### config.mk
export PLATFORM = sky130hd
export DESIGN_NAME = instr_fetch_stage
export DESIGN_NICKNAME = d
export VERILOG_FILES = /design/src/rtl/cpu_pkg.sv /design/src/rtl/ifid_reg.sv /design/src/rtl/instr_fetch_stage.sv
export SDC_FILE = /design/constraint.sdc
export NUM_CORES = 1
export LEC_CHECK = 0
export CORE_ASPECT_RATIO = 1.5
export CORE_MARGIN = 8
export CORE_UTILIZATION = 45
export CTS_BUF_LIST = sky130_fd_sc_hd__clkbuf_8
export DETAILED_ROUTE_END_ITERATION = 10
export MAX_ROUTING_LAYER = met4
export PLACE_DENSITY = 0.77
export SLEW_MARGIN = 30
export SYNTH_ARGS = -nofsm -noshare
export SYNTH_HDL_FRONTEND = slang
export SYNTH_HIERARCHICAL = 1
export SYNTH_SLANG_ARGS = --single-unit
### constraint.sdc
create_clock -name clk_i -period 4.1 [get_ports clk_i]
set_clock_uncertainty 0.05 [all_clocks]
set_input_delay 0.41 -clock clk_i [delete_from_list [all_inputs] [get_ports clk_i]]
set_output_delay 0.41 -clock clk_i [all_outputs]
set_load 0.1 [all_outputs]
### src/rtl/cpu_pkg.sv
// Shared definitions for the RV64 pipeline: widths, reset/bubble values
// and the fetch-stage state encoding.
package cpu_pkg;

    localparam int          PC_WIDTH    = 64;
    localparam int          INSTR_WIDTH = 32;
    localparam logic [63:0] RESET_PC    = 64'h0000_0000_0000_0000;
    localparam logic [31:0] NOP_INSTR   = 32'h0000_0013;

    typedef enum logic [1:0] {
        ST_FETCH = 2'b00,
        ST_WAIT  = 2'b01,
        ST_HOLD  = 2'b10
    } fetch_state_e;

endpackage

### src/rtl/ifid_reg.sv
// Generic pipeline register with flush/load/hold/bubble control.
// A bubble clears valid and inserts NOP; the PC field keeps its last value.
module ifid_reg
    import cpu_pkg::*;
#(
    parameter int                 PC_W    = 64,
    parameter int                 INSTR_W = 32,
    parameter logic [INSTR_W-1:0] NOP     = INSTR_W'(cpu_pkg::NOP_INSTR)
) (
    input  logic               clk_i,
    input  logic               rst_i,
    input  logic               flush_i,
    input  logic               load_i,
    input  logic               hold_i,
    input  logic [PC_W-1:0]    pc_i,
    input  logic [INSTR_W-1:0] instr_i,
    output logic               valid_o,
    output logic [PC_W-1:0]    pc_o,
    output logic [INSTR_W-1:0] instr_o
);

    logic               r_valid;
    logic [PC_W-1:0]    r_pc;
    logic [INSTR_W-1:0] r_instr;

    // Flush beats load, load beats hold, otherwise a bubble is inserted
    always_ff @(posedge clk_i or negedge rst_i) begin
        if (!rst_i) begin
            r_valid <= 1'b0;
            r_pc    <= '0;
            r_instr <= NOP;
        end else if (flush_i) begin
            r_valid <= 1'b0;
            r_instr <= NOP;
        end else if (load_i) begin
            r_valid <= 1'b1;
            r_pc    <= pc_i;
            r_instr <= instr_i;
        end else if (hold_i) begin
            r_valid <= r_valid;
        end else begin
            r_valid <= 1'b0;
            r_instr <= NOP;
        end
    end

    assign valid_o = r_valid;
    assign pc_o    = r_pc;
    assign instr_o = r_instr;

endmodule

### src/rtl/instr_fetch_stage.sv
// Fetch stage: PC, single-outstanding imem request FSM, one-entry skid
// buffer for responses that arrive while ID is stalled, and the IF/ID register.
module instr_fetch_stage
    import cpu_pkg::*;
#(
    parameter int                     PC_WIDTH    = cpu_pkg::PC_WIDTH,
    parameter int                     INSTR_WIDTH = cpu_pkg::INSTR_WIDTH,
    parameter logic [PC_WIDTH-1:0]    RESET_PC    = PC_WIDTH'(cpu_pkg::RESET_PC),
    parameter logic [INSTR_WIDTH-1:0] NOP_INSTR   = INSTR_WIDTH'(cpu_pkg::NOP_INSTR)
) (
    input  logic                   clk_i,
    input  logic                   rst_i,
    output logic                   imem_req_o,
    output logic [PC_WIDTH-1:0]    imem_addr_o,
    input  logic                   imem_rvalid_i,
    input  logic [INSTR_WIDTH-1:0] imem_rdata_i,
    input  logic                   stall_i,
    input  logic                   redirect_i,
    input  logic [PC_WIDTH-1:0]    redirect_pc_i,
    output logic                   ifid_valid_o,
    output logic [PC_WIDTH-1:0]    ifid_pc_o,
    output logic [INSTR_WIDTH-1:0] ifid_instr_o
);

    localparam logic [PC_WIDTH-1:0] PC_STEP = PC_WIDTH'(4);

    fetch_state_e           r_state;
    logic [PC_WIDTH-1:0]    r_pc;
    logic                   r_discard;
    logic                   r_buf_valid;
    logic [PC_WIDTH-1:0]    r_buf_pc;
    logic [INSTR_WIDTH-1:0] r_buf_instr;

    logic                   w_ifid_free;
    logic                   w_ifid_load;
    logic [PC_WIDTH-1:0]    w_ifid_pc;
    logic [INSTR_WIDTH-1:0] w_ifid_instr;
    logic [PC_WIDTH-1:0]    w_redirect_pc;
    logic                   w_unused_lsbs;

    assign w_redirect_pc = {redirect_pc_i[PC_WIDTH-1:2], 2'b00};
    assign w_unused_lsbs = ^redirect_pc_i[1:0];
    assign w_ifid_free   = ~stall_i | ~ifid_valid_o;

    // Select what (if anything) enters IF/ID this cycle
    always_comb begin
        w_ifid_load  = 1'b0;
        w_ifid_pc    = r_pc;
        w_ifid_instr = imem_rdata_i;
        if (!redirect_i) begin
            case (r_state)
                ST_WAIT: begin
                    if (imem_rvalid_i && !r_discard && w_ifid_free) begin
                        w_ifid_load = 1'b1;
                    end else begin
                        w_ifid_load = 1'b0;
                    end
                end
                ST_HOLD: begin
                    if (!stall_i && r_buf_valid) begin
                        w_ifid_load  = 1'b1;
                        w_ifid_pc    = r_buf_pc;
                        w_ifid_instr = r_buf_instr;
                    end else begin
                        w_ifid_load = 1'b0;
                    end
                end
                default: w_ifid_load = 1'b0;
            endcase
        end else begin
            w_ifid_load = 1'b0;
        end
    end

    // Fetch FSM, PC and skid buffer; redirect overrides everything else
    always_ff @(posedge clk_i or negedge rst_i) begin
        if (!rst_i) begin
            r_state     <= ST_FETCH;
            r_pc        <= RESET_PC;
            r_discard   <= 1'b0;
            r_buf_valid <= 1'b0;
            r_buf_pc    <= '0;
            r_buf_instr <= NOP_INSTR;
        end else if (redirect_i) begin
            r_pc        <= w_redirect_pc;
            r_buf_valid <= 1'b0;
            r_buf_instr <= NOP_INSTR;
            case (r_state)
                ST_FETCH: begin
                    r_state   <= ST_WAIT;
                    r_discard <= 1'b1;
                end
                ST_WAIT: begin
                    if (imem_rvalid_i) begin
                        r_state   <= ST_FETCH;
                        r_discard <= 1'b0;
                    end else begin
                        r_discard <= 1'b1;
                    end
                end
                ST_HOLD: begin
                    r_state   <= ST_FETCH;
                    r_discard <= 1'b0;
                end
                default: begin
                    r_state   <= ST_FETCH;
                    r_discard <= 1'b0;
                end
            endcase
        end else begin
            case (r_state)
                ST_FETCH: r_state <= ST_WAIT;
                ST_WAIT: begin
                    if (imem_rvalid_i) begin
                        if (r_discard) begin
                            r_discard <= 1'b0;
                            r_state   <= ST_FETCH;
                        end else if (w_ifid_free) begin
                            r_pc    <= r_pc + PC_STEP;
                            r_state <= ST_FETCH;
                        end else begin
                            r_buf_valid <= 1'b1;
                            r_buf_pc    <= r_pc;
                            r_buf_instr <= imem_rdata_i;
                            r_state     <= ST_HOLD;
                        end
                    end
                end
                ST_HOLD: begin
                    if (!stall_i) begin
                        r_pc        <= r_pc + PC_STEP;
                        r_buf_valid <= 1'b0;
                        r_state     <= ST_FETCH;
                    end
                end
                default: begin
                    r_state   <= ST_FETCH;
                    r_discard <= 1'b0;
                end
            endcase
        end
    end

    assign imem_req_o  = (r_state == ST_FETCH);
    assign imem_addr_o = r_pc;

    ifid_reg #(
        .PC_W    (PC_WIDTH),
        .INSTR_W (INSTR_WIDTH),
        .NOP     (NOP_INSTR)
    ) u_ifid_reg (
        .clk_i   (clk_i),
        .rst_i   (rst_i),
        .flush_i (redirect_i),
        .load_i  (w_ifid_load),
        .hold_i  (stall_i),
        .pc_i    (w_ifid_pc),
        .instr_i (w_ifid_instr),
        .valid_o (ifid_valid_o),
        .pc_o    (ifid_pc_o),
        .instr_o (ifid_instr_o)
    );

endmodule
==> metrics.csv, run 1 <==
metric,value,unit
cts_tree,built,
top_layer,met4,
holdPathEnd,r_buf_instr[24]$_DFFE_PN0P_,
num_rows,76,
synth_warnings,6,
gp_congestion,0.8876,
grt_pass1_wl,61880,um
crit_required,4470,ps
overflow,0,
cp.arrival,3350,ps
finalSetupViolCount,0,
vias_per_cell,5.807,
clock_sinks,257,
synth_area,12990,sq um
synth-main-ff-cell,dfrtp_1,
cap_viol_max_count,0,
antenna_found_initial,11,
hold_viol,0,
pwr-share-clk,19.7,%
finalCritPeriodShare,72.89,%
nFillCells,2397,
firstDrtPassIters,6,
io_buffers,258,
r2r-end,u_ifid_reg/pc_o[2]$_DFFE_PN0P_,
totalPowerFinal,10.12,mW
drt_iter0_drc,984,
avgSynthCellArea,10.68,sq um
placed_cells,1764,
rsz0062_at_grt,no,
min_path_cells,2,
irDropWorstVdd,0.0005188,V
h-tree-depth,2,
grt_max_degree,108,
wl_met1,15130,um
timing.fmax,334.6,MHz
layout-drive-gt1-share,22.03,%
routed_wirelength,39370,um
grt_usage,23.17,%
synth_cells,1217,
chipHeight,224.1,um
synth_edf_count,0,
wl_per_cell,21.36,um
worst_slack,1112,ps
startpoint_type,flop,
slew_viol_final,0,
min_path_type,input pin to flop,
power_leakage,6.834,nW
synth-seq-cells,257,
dieArea,34680,sq um
cts_buffers,39,
root_buffer,clkbuf_8,
rr_worst_depth,8,
layout_common_cells,"dfrtp_1, clkdlybuf4s50_1, mux2_2",
wl_met3,2542,um
first_global_vias,11037,
vias,10702,
clock_latency,550,ps
netlist-cell-type-count,72,
end_kind,flop,
hp-start,redirect_i,
synth.top_cell.area_share,48.34,%
ant_nets,0,
ioPinCount,263,
drc,0,
clk_pin_slew,60,ps
cp_max_fo,22,
swShare,48.99,%
crit_type,flop to flop,
mostFrequentLayoutCell,dfrtp_1,
area_growth,27.30,%
finalNonFillerCells,1843,
ctsLongestPathBuffers,3,
dp_hpwl,27470,um
worst_slew_pin_slew,1042,ps
yosysTopAreaCell,dfrtp_1,
fin_setup_tns,0,ps
place_ws,740.3,ps
chipWidth,154.7,um
p_per_area,611.8,nW/um^2
initial_utilization,45.54,%
power_frac_seq,33.2,%
slew-limit-headroom,30.32,%
postCtsSetupBuffers,0,
synth_area_leaders,"dfrtp_1, mux2_2, nand2_1, nand4_1, o21ai_0",
period_needed,2988,ps
p_comb_share,47.2,%
synth-seq-area-share,49.56,%
status,completed,
worst-r2r-setup-slack,1110,ps
routed-wl-met2,20190,um
async_flop_share,100.0,%
p_int,5.161,mW
nets,1561,
p_switching,4.958,mW
fp.coreArea,28530,sq um
reg2reg_from,r_state[1]$_DFFE_PN0P_,
==> per-layer routing <==
layer | up-vias | global-route usage [%]
met5 | - | -
met4 | 0 | 11.16
met3 | 98 | 5.035
met2 | 429 | 39.15
met1 | 5293 | 25.63
li1 | 4882 | -
==> sequential cells by signal, indices dropped and copies added (netlist names) <==
register	count
imem_addr_o	62
r_state	2
u_ifid_reg/pc_o	64
u_ifid_reg/valid_o	1
u_ifid_reg/instr_o	32
r_buf_instr	32
r_discard	1
r_buf_pc	62
r_buf_valid	1
==> per-stage QoR <==
stage	utilization, %	cell area [sq um]	hold WS [ps]
floorplan	-	13000	64.41
detailed placement	55.37	15800	430.5
global route	57.97	16540	180.4
finish	57.98	16540	194.2
global placement	55.53	15840	424.8
CTS	57.89	16520	149.1
==> synth_stat cells (all sizes together) (7+ instances only) <==
master,number
clkbuf,47
or3,9
dfrtp,251
mux2,214
or4,8
nor3,25
buf,40
nor4,21
xnor2,19
inv,16
nor2b,7
nand4,46
o21ai,52
and3,9
a31oi,17
a21oi,37
o22ai,27
nand3,37
xor2,8
nand2,187
and4,11
nor2,44
==> worst max-delay path by stage <==
stage	start	to	slack, ps
5_1_grt	r_state[1]$_DFFE_PN0P_	u_ifid_reg/pc_o[2]$_DFFE_PN0P_	960
6_report	r_state[1]$_DFFE_PN0P_	u_ifid_reg/pc_o[2]$_DFFE_PN0P_	1110
3_5_place_dp	stall_i	imem_addr_o[42]$_DFFE_PN0P_	740
2_1_floorplan	imem_addr_o[2]$_DFFE_PN0P_	imem_addr_o[46]$_DFFE_PN0P_	1180
4_1_cts	r_state[1]$_DFFE_PN0P_	u_ifid_reg/pc_o[2]$_DFFE_PN0P_	1080
3_3_place_gp	stall_i	imem_addr_o[46]$_DFFE_PN0P_	870
==> power by group through the flow <==
stage                     logic, mW  registers, mW  clock network, mW
final                          4.77           3.35               1.99
after global routing           4.91           3.42               2.15
after CTS                      4.81           3.36               2.05
after detailed placement       4.80           3.40                  0
after global placement         4.79           3.38                  0
after floorplan               0.877           6.06                  0
==> what timing repair did <==
| item | CTS | global route |
|---|---|---|
| hold buffers | 1 | 0 |
| setup endpoints to repair | 0 | 0 |
| endpoints found under the hold margin | 102 | 0 |
| resized for setup | 0 | 0 |
==> cell families (layout without fill, tap and decap cells) <==
| family | after synthesis | in the layout | share of synthesized area (%) |
|---|---|---|---|
| flip-flops | 257 | 257 | 49.56 |
| adder cells (fa/ha/maj) | 5 | 5 | 0.4815 |
| XOR/XNOR | 27 | 27 | 1.820 |
| multiplexers | 217 | 217 | 18.92 |
| AO/OA/AOI/OAI | 178 | 178 | 8.619 |
| AND/OR/NAND/NOR | 429 | 429 | 16.96 |
| buffers and inverters | 103 | 363 | 3.611 |
| other | 1 | 16 | 0.02886 |
==> critical path, stage by stage (launching register included) <==
cell,delay [ps]
dfrtp_1,400
inv_1,110
ha_1,230
and3b_1,340
a32o_1,160
and3_1,180
nor2b_4,550
buf_4,430
mux2_2,380
==> final cells by class <==
cell class,count,area [sq um],area share (%)
Timing Repair Buffer,281,2746,16.60
Tap cell,351,439.2,2.655
Clock buffer,45,619.3,3.745
Inverter,16,60.06,0.3631
Clock inverter,21,90.09,0.5447
Sequential cell,257,6439,38.93
Multi-Input combinational cell,860,6116,36.98
Antenna cell,12,30.03,0.1816
No activity file was read; power rests on OpenSTA's default activity.
==> run 2, diff against run 1 <==
- clock period: 4.1 -> 3 ns (I/O delays scaled with it)
==> run 2 against run 1 <==
Net effect:
- final area rose by 0.21%
- core utilization up 0.12 points
- count of clock-buffer cells in the layout up 4
- setup slack worse by 740 ps
- largest cell class unchanged
==> metrics.csv, run 2 (synthesized netlist as in run 1, its figures left out) <==
metric,value,unit,change
wl_per_cell,21.21,um,-0.70%
nFillCells,2423,,+1.1%
critPathCapture,imem_addr_o[42]$_DFFE_PN0P_,,
gp_congestion,0.9213,,+3.8%
slew-limit-headroom,48.37,%,+18 points
reg2reg_from,r_state[0]$_DFFE_PN0P_,,
nets,1577,,+1.0%
fp.coreArea,28530,sq um,unchanged
routed_wirelength,39450,um,+0.21%
num_rows,76,,unchanged
r2r-end,imem_addr_o[42]$_DFFE_PN0P_,,
rr_worst_depth,8,,unchanged
timing.fmax,379.8,MHz,+13%
finalSetupViolCount,0,,unchanged
placed_area,15610,sq um,-1.2%
cp_max_fo,12,,-45%
placed_cells,1778,,+0.79%
h-tree-depth,2,,unchanged
cts_tree,built,,
grt_usage,23.09,%,-0.080 points
period_needed,2633,ps,-355.3 ps
clk_pin_slew,70,ps,about the same
root_buffer,clkbuf_8,,
min_path_type,input pin to async pin,,
vias,10809,,+1.0%
dieArea,34680,sq um,unchanged
layout-drive-gt1-share,33.33,%,+11 points
largest_reg_flops,64,,unchanged
post_cts_resize_count,0,,unchanged
hold_viol,0,,unchanged
crit_type,flop to flop,,
startpoint_type,flop,,
firstDrtPassIters,5,,-1
clock_sinks,257,,unchanged
startpoint,r_state[0]$_DFFE_PN0P_,,
crit_required,3400,ps,-1070 ps
initial_utilization,45.54,%,unchanged
grt_max_degree,88,,-19%
vias_per_cell,5.811,,about the same
chipHeight,224.1,um,unchanged
cp.arrival,3030,ps,-320 ps
clock_latency,550,ps,about the same
mostFrequentLayoutCell,dfrtp_1,,
io_buffers,258,,unchanged
final_area,16570,sq um,+0.21%
drt_iter0_drc,802,,-18%
layout_common_cells,"dfrtp_1, mux2_2, buf_4",,
ctsLongestPathBuffers,3,,unchanged
worst-r2r-setup-slack,370,ps,-740 ps
p_per_area,869.9,nW/um^2,+42%
dp_hpwl,27820,um,+1.3%
cts_buffers,40,,+2.6%
slew_viol_final,0,,unchanged
finalCritPeriodShare,87.77,%,+15 points
irDropWorstVdd,0.0007606,V,+47%
drc,0,,unchanged
cap_viol_max_count,0,,unchanged
chipWidth,154.7,um,unchanged
ioPinCount,263,,unchanged
rsz0062_at_grt,no,,
power_leakage,7.209,nW,+5.5%
end_kind,flop,,
fin_setup_tns,0,ps,unchanged
worst_slew_pin_slew,773.0,ps,-268.9 ps
antenna_found_initial,9,,-2
overflow,0,,unchanged
finalNonFillerCells,1860,,+0.92%
ant_nets,0,,unchanged
area_growth,27.57,%,
timing.hold.ws,124.8,ps,-69.41 ps
status,completed,,
grt_pass1_wl,61710,um,-0.27%
first_global_vias,11057,,+0.18%
## run 2: cell types whose count changed in the layout (fill, tap and decap cells not counted), sizes merged
cell | previous run | this run
clkdlybuf4s50 | 245 | 96
bufinv | 0 | 6
buf | 35 | 198
diode | 12 | 9
clkbuf | 45 | 49
dlygate4sd3 | 1 | 2
clkinv | 2 | 4
inv | 34 | 27
## run 2: routing by layer
layer | vias up | GRT usage (%) | wire length, um
met3 | 109 | 4.996 | 2573
met1 | 5360 | 25.87 | 14890
met2 | 420 | 38.77 | 20440
met5 | - | - | 0
met4 | 0 | 10.88 | 1550
li1 | 4920 | - | -
## run 2: through the flow
| step | power [mW] | worst slack [ps] | utilization, % |
|---|---|---|---|
| floorplan | 9.477 | 84.35 | - |
| global placement | 11.00 | 246.0 | 54.71 |
| detailed placement | 11.08 | 155.7 | 54.71 |
| CTS | 14.55 | 383.0 | 58.02 |
| global route | 14.94 | 168.6 | 58.10 |
| finish | 14.42 | 366.9 | 58.10 |
## run 2: power breakdown
part           total [mW]  switching (mW)  leakage (nW)  internal (mW)
combinational        6.40            4.92          3.36           1.48
sequential           4.59           0.517          3.33           4.08
clock                3.42            1.42         0.512           2.00
## run 2: worst max-delay path, cell delays in order (launching register included)
cell and delay (ps):
dfrtp_1 400, inv_1 110, ha_1 290, nor3b_2 260
buf_4 170, a211o_2 280, nand4_2 240, or4_1 560
a31oi_1 180
## run 2: cell type report
class,count,area (sq um),area share [%]
sequential,257,6439,38.85
multi-input combinational,860,6116,36.90
timing repair buffer,296,2575,15.54
clock buffer,49,674.4,4.069
tap,351,439.2,2.650
clock inverter,22,249.0,1.502
inverter,16,60.06,0.3623
antenna,9,22.52,0.1359
## run 2: repair_timing
action                                  CTS  global route
setup buffers                             0             0
hold endpoints to repair                252             0
endpoints found under the setup margin    0             0
hold buffers                              2             0
## run 2: worst min-delay path by stage
stage | depth (start not counted) | startpoint | slack (ps) | endpoint
global route | 2 | rst_i | 120 | u_ifid_reg/pc_o[11]$_DFFE_PN0P_
CTS | 2 | rst_i | 100 | u_ifid_reg/pc_o[11]$_DFFE_PN0P_
floorplan | 0 | rst_i | -50 | imem_addr_o[10]$_DFFE_PN0P_
detailed placement | 1 | rst_i | 100 | u_ifid_reg/pc_o[11]$_DFFE_PN0P_
finish | 2 | rst_i | 120 | u_ifid_reg/pc_o[11]$_DFFE_PN0P_
global placement | 1 | rst_i | 100 | u_ifid_reg/pc_o[10]$_DFFE_PN0P_
==> run 3, diff against run 2 <==
- CTS_CLUSTER_SIZE: unset -> 20
==> results of run 3 <==
No change in the layout: final DEF, timing and power equal those of run 2.
